$ cat src/rtl/pipe_pkg.sv
// Shared types and helpers for the pipeline stall/flush controller.
package pipe_pkg;

   typedef enum logic [1:0] {
      RUN      = 2'd0,
      MEM_WAIT = 2'd1,
      HALT     = 2'd2
   } state_e;

   // Wide enough to hold TIMEOUT-1 with headroom.
   function automatic int wait_w(input int timeout);
      return $clog2(timeout) + 1;
   endfunction

endpackage

$ cat src/rtl/pipe_ctrl_sat_counter.sv
// Saturating up-counter with synchronous clear taking priority.
module sat_counter #(
   parameter int CNT_W = 32
) (
   input  logic             clk,
   input  logic             rst_n,
   input  logic             inc,
   input  logic             clr,
   output logic [CNT_W-1:0] cnt
);

   logic [CNT_W-1:0] cnt_q;
   logic [CNT_W-1:0] cnt_d;

   always_comb begin
      cnt_d = cnt_q;
      if (clr) begin
         cnt_d = '0;
      end else if (inc && (cnt_q != {CNT_W{1'b1}})) begin
         cnt_d = cnt_q + CNT_W'(1);
      end
   end

   always_ff @(posedge clk or negedge rst_n) begin
      if (!rst_n) begin
         cnt_q <= '0;
      end else begin
         cnt_q <= cnt_d;
      end
   end

   assign cnt = cnt_q;

endmodule

$ cat src/rtl/pipe_ctrl.sv
// Stall/flush controller for the RV32 5-stage pipeline, with dmem
// timeout detection and saturating stall/flush performance counters.
module pipe_ctrl #(
   parameter int TIMEOUT = 16,
   parameter int CNT_W   = 32
) (
   input  logic             clk,
   input  logic             rst_n,
   input  logic             hazard,
   input  logic             ex_branch_taken,
   input  logic             imem_ready,
   input  logic             dmem_req,
   input  logic             dmem_ready,
   input  logic             clr_cnt,
   output logic             pc_wr,
   output logic             ifid_wr,
   output logic             ifid_flush,
   output logic             idex_wr,
   output logic             idex_flush,
   output logic             exmem_wr,
   output logic             memwb_flush,
   output logic             bus_err,
   output logic [CNT_W-1:0] stall_cnt,
   output logic [CNT_W-1:0] flush_cnt
);

   import pipe_pkg::*;

   localparam int WW = wait_w(TIMEOUT);

   state_e          state_q, state_d;
   logic [WW-1:0]   wait_cnt_q, wait_cnt_d;
   logic            bus_err_q, bus_err_d;

   logic mem_stall;
   logic r_halt, r_mem, r_br, r_hz, r_im;
   logic pc_wr_c, ifid_wr_c, ifid_flush_c;
   logic idex_wr_c, idex_flush_c, exmem_wr_c, memwb_flush_c;
   logic stall_ev, flush_ev;

   assign mem_stall = dmem_req & ~dmem_ready;

   // One-hot rule selects; earlier rules mask later ones.
   assign r_halt = (state_q == HALT);
   assign r_mem  = ~r_halt & mem_stall;
   assign r_br   = ~r_halt & ~mem_stall & ex_branch_taken;
   assign r_hz   = ~r_halt & ~mem_stall & ~ex_branch_taken & hazard;
   assign r_im   = ~r_halt & ~mem_stall & ~ex_branch_taken & ~hazard
                   & ~imem_ready;

   always_comb begin
      pc_wr_c       = 1'b1;
      ifid_wr_c     = 1'b1;
      ifid_flush_c  = 1'b0;
      idex_wr_c     = 1'b1;
      idex_flush_c  = 1'b0;
      exmem_wr_c    = 1'b1;
      memwb_flush_c = 1'b0;
      unique case (1'b1)
         r_halt: begin
            pc_wr_c    = 1'b0;
            ifid_wr_c  = 1'b0;
            idex_wr_c  = 1'b0;
            exmem_wr_c = 1'b0;
         end
         r_mem: begin
            pc_wr_c       = 1'b0;
            ifid_wr_c     = 1'b0;
            idex_wr_c     = 1'b0;
            exmem_wr_c    = 1'b0;
            memwb_flush_c = 1'b1;
         end
         r_br: begin
            ifid_flush_c = 1'b1;
            idex_flush_c = 1'b1;
         end
         r_hz: begin
            pc_wr_c      = 1'b0;
            ifid_wr_c    = 1'b0;
            idex_flush_c = 1'b1;
         end
         r_im: begin
            pc_wr_c      = 1'b0;
            ifid_flush_c = 1'b1;
         end
         default: ;
      endcase
   end

   assign stall_ev = r_mem | r_hz | r_im;
   assign flush_ev = r_br;

   // Controls are held low for the whole reset window.
   assign pc_wr       = rst_n & pc_wr_c;
   assign ifid_wr     = rst_n & ifid_wr_c;
   assign ifid_flush  = rst_n & ifid_flush_c;
   assign idex_wr     = rst_n & idex_wr_c;
   assign idex_flush  = rst_n & idex_flush_c;
   assign exmem_wr    = rst_n & exmem_wr_c;
   assign memwb_flush = rst_n & memwb_flush_c;

   always_comb begin
      state_d    = state_q;
      wait_cnt_d = wait_cnt_q;
      bus_err_d  = bus_err_q;
      unique case (state_q)
         RUN: begin
            if (mem_stall) begin
               state_d    = MEM_WAIT;
               wait_cnt_d = WW'(1);
            end
         end
         MEM_WAIT: begin
            if (!mem_stall) begin
               state_d    = RUN;
               wait_cnt_d = '0;
            end else if (wait_cnt_q == WW'(TIMEOUT - 1)) begin
               state_d   = HALT;
               bus_err_d = 1'b1;
            end else begin
               wait_cnt_d = wait_cnt_q + WW'(1);
            end
         end
         HALT: ;
         default: begin
            state_d    = RUN;
            wait_cnt_d = '0;
         end
      endcase
   end

   always_ff @(posedge clk or negedge rst_n) begin
      if (!rst_n) begin
         state_q    <= RUN;
         wait_cnt_q <= '0;
         bus_err_q  <= 1'b0;
      end else begin
         state_q    <= state_d;
         wait_cnt_q <= wait_cnt_d;
         bus_err_q  <= bus_err_d;
      end
   end

   assign bus_err = bus_err_q;

   sat_counter #(.CNT_W(CNT_W)) u_stall_cnt (
      .clk   (clk),
      .rst_n (rst_n),
      .inc   (stall_ev),
      .clr   (clr_cnt),
      .cnt   (stall_cnt)
   );

   sat_counter #(.CNT_W(CNT_W)) u_flush_cnt (
      .clk   (clk),
      .rst_n (rst_n),
      .inc   (flush_ev),
      .clr   (clr_cnt),
      .cnt   (flush_cnt)
   );

endmodule

$ cat config.mk
export PLATFORM = sky130hd
export DESIGN_NAME = pipe_ctrl
export DESIGN_NICKNAME = d
export VERILOG_FILES = /design/src/rtl/pipe_pkg.sv /design/src/rtl/pipe_ctrl_sat_counter.sv /design/src/rtl/pipe_ctrl.sv
export SDC_FILE = /design/constraint.sdc
export NUM_CORES = 1
export LEC_CHECK = 0
export CAP_MARGIN = 20
export CORE_ASPECT_RATIO = 0.7
export CORE_MARGIN = 2
export CORE_UTILIZATION = 53
export CTS_CLUSTER_DIAMETER = 60
export DETAILED_ROUTE_END_ITERATION = 10
export PLACE_DENSITY = 0.83
export RECOVER_POWER = 25
export SLEW_MARGIN = 20
export SYNTH_ARGS = -nofsm -noshare
export SYNTH_HDL_FRONTEND = slang
export SYNTH_SLANG_ARGS = --single-unit
$ cat constraint.sdc
create_clock -name clk -period 2.4 [get_ports clk]
set_input_delay 0.48 -clock clk [delete_from_list [all_inputs] [get_ports clk]]
set_output_delay 0.48 -clock clk [all_outputs]
set_load 0.05 [all_outputs]
==> results of run 1 <==
[how the worst max path moves through the flow]
stage	to	start	depth (start not counted)	slack (ps)
global route	u_flush_cnt.cnt[25]$_DFFE_PN0P_	u_flush_cnt.cnt[2]$_DFFE_PN0P_	5	50
floorplan	ifid_flush	dmem_ready	4	8
finish	u_flush_cnt.cnt[25]$_DFFE_PN0P_	u_flush_cnt.cnt[2]$_DFFE_PN0P_	5	140
detailed placement	u_flush_cnt.cnt[28]$_DFFE_PN0P_	dmem_ready	6	-50
CTS	ifid_flush	dmem_ready	6	20
global placement	u_stall_cnt.cnt[5]$_DFFE_PN0P_	dmem_ready	7	20
[worst reg2reg max path: stages (launching register included)]
cell and delay (ps):
dfrtp_1 520, nand4_4 180, nor4b_4 570, nand3_2 190, nor4_1 280, mux2_2 390
[layout by cell type (no fill, tap or decap), types with 5 or more instances in the layout]
| cell type | n |
|---|---|
| nor2b_1 | 16 |
| mux2_2 | 9 |
| dfrtp_1 | 72 |
| buf_12 | 10 |
| or3_1 | 15 |
| buf_4 | 27 |
| clkdlybuf4s50_1 | 70 |
| nand2_1 | 30 |
| nor3_1 | 5 |
| a21oi_1 | 46 |
| nand3_1 | 30 |
| and4_1 | 8 |
| nor4_1 | 12 |
| and2_1 | 7 |
| or4_1 | 28 |
| o31ai_1 | 30 |
| nor2_1 | 28 |
| clkbuf_16 | 9 |
| o21ai_0 | 17 |
| nand4_1 | 20 |
| inv_1 | 10 |
| and3_1 | 7 |
[kinds of logic after synthesis]
logic type      share of synthesized area
flops                               0.409
fa+ha+maj                          0.0114
simple gates                        0.333
compound gates                      0.155
buf+inv                            0.0446
xor+xnor                          0.00597
mux                                0.0412
[registers in the layout (all words and copies together), names as in the netlist]
name and cells:
state_q 2, u_flush_cnt.cnt 32, wait_cnt_q 5, bus_err 1
u_stall_cnt.cnt 32
[power by group]
group | internal (W) | leakage (nW) | switching (W)
logic | 0.0000986 | 1.11 | 0.000165
clock network | 0.000996 | 0.161 | 0.000539
registers | 0.00122 | 1.00 | 0.0000131
total | 0.00232 | 2.27 | 0.000717
[per-stage QoR]
| step | instances | setup WS (ps) |
|---|---|---|
| floorplan | 480 | 7.97 |
| global placement | 661 | 15.6 |
| detailed placement | 661 | -48.8 |
| CTS | 677 | 16.3 |
| global route | 677 | 53.3 |
| finish | 677 | 140 |
[final cells by class]
type                            instances  area, sq um  area share
Multi-Input combinational cell        368         2420       0.414
Sequential cell                        72         1800       0.308
Timing Repair Buffer                  110         1120       0.191
Clock buffer                           12          267      0.0456
Tap cell                              101          126      0.0216
Clock inverter                          4         75.1      0.0128
Inverter                               10         37.5     0.00642
[routing by layer]
| metal | share of wire | global-route usage |
|---|---|---|
| met2 | 0.45 | 0.436 |
| met1 | 0.44 | 0.436 |
| met3 | 0.10 | 0.0725 |
| met5 | 0 | 0 |
| met4 | 0.012 | 0.0780 |
==> results.ini, run 1 <==
[run_status]
status=complete, but fails checks
violations=DRC, capacitance limit, slew limit

[layout]
fin_util=0.734
area_growth_pct=32.7
final_cell_area_sq_mm=0.00585
drive_above_1_share=0.160
num-fill-cells=558
diodes=0
nets=583

[place]
dp_hpwl_mm=8.93
port-buffer-count=79
place_area_sq_mm=0.00550
gp_congestion=0.880

[setup_path]
cp_data_arrival_time_ps=2470
crit_slowest_cell=nor4b_4
critPathKind=flip-flop to flip-flop
r2r_end=u_flush_cnt.cnt[25]$_DFFE_PN0P_
timing.rr.start=u_flush_cnt.cnt[2]$_DFFE_PN0P_
crit_chain=nand4_4, nor4b_4, nand3_2, nor4_1, mux2_2
path_max_fanout=8
cp.buffers_inverters=0
reg2reg_slack_ps=140
worstRegToRegCells=5
start_kind=flip-flop
critPathTopFamily=simple AND/OR/NAND/NOR gates
critPathCaptureType=flip-flop
required_ps=2610
slowest_delay_ps=570

[synth]
avgSynthCellArea_sq_um=9.18
synth_commonest_cells=dfrtp_1 (72), a21oi_1 (47), nand3_1 (31), nand2_1 (30), o31ai_1 (30)
async_flop_share=1.00
synth_ff_type=dfrtp_1
synth_top_area_cell=dfrtp_1
yosysMostFrequentCell=dfrtp_1
ys_seq_area_frac=0.409
ys_warn_count=0
synth_fp_nets=492
netlist_instances=480
synth_edf_count=0
synthDistinctLibCells=63
syn_area_sq_mm=0.00441
synth_area_leaders=dfrtp_1 (41%), a21oi_1 (5.3%), o31ai_1 (5.1%)
yosysTopAreaCellShare=0.409
ys_ff_latch=72

[timing]
slew_headroom=-0.101
worst_pin_slew_ps=1650
tns_ps=0
finalSetupViolCount=0
hold_slack_ps=19.1
rsz0062_at_grt=no
fin_crit_ps=2260
finalHoldViolations=0
fin_crit_sh=0.942
slew_viol_final=66
skew_ps=7.08
fmax_mhz=443

[clock_tree]
cts_tree=yes
cts_buffers=9
postCtsSetupRepairBufs=0
path_clk_slew_ps=60
cts_htree_levels=3
cts_hold_buf=0
clock_sinks=72
cts_buffer_depth=2
clk_latency_ps=340
root_buffer=clkbuf_16
cts_resized=0

[die]
rows=27
die_w_um=113
pin_count=80
core-area_sq_mm=0.00797
die_h_um=80.3
start_util=0.553
dieArea_sq_mm=0.00907

[drt]
drt-total-wl_mm=12.9
drc_errors=4
num_vias=4438
vias_per_cell=6.56
ant_nets=0
drtIter0Drc=467
first_pass_iters=8
wire_per_inst_um=19.0

[min_path]
holdCritPathClass=primary input to asynchronous set/reset pin

[global_routing]
grt_max_degree=66
overflow=0
grt_pass1_wl_mm=21.3
grt_pass1_vias=4173
antenna_found_initial=0
grt_usage=0.296

[power_and_ir_drop]
power.total_w=0.00304
irDropWorstVdd_uv=376
static-leakage-power_nw=2.27
p_per_area_mw_per_mm2=519

[run]
maxCapViolations=1

Power figures use the tool's default switching activity.
==> run 2: changes to the inputs <==
--- a/config.mk
+++ b/config.mk
@@ -13,6 +13,7 @@
 export DETAILED_ROUTE_END_ITERATION = 10
 export PLACE_DENSITY = 0.83
 export RECOVER_POWER = 25
+export SKIP_CTS_REPAIR_TIMING = 1
 export SLEW_MARGIN = 20
 export SYNTH_ARGS = -nofsm -noshare
 export SYNTH_HDL_FRONTEND = slang
==> results of run 2 <==
No change in the layout: final DEF, timing and power equal those of run 1.
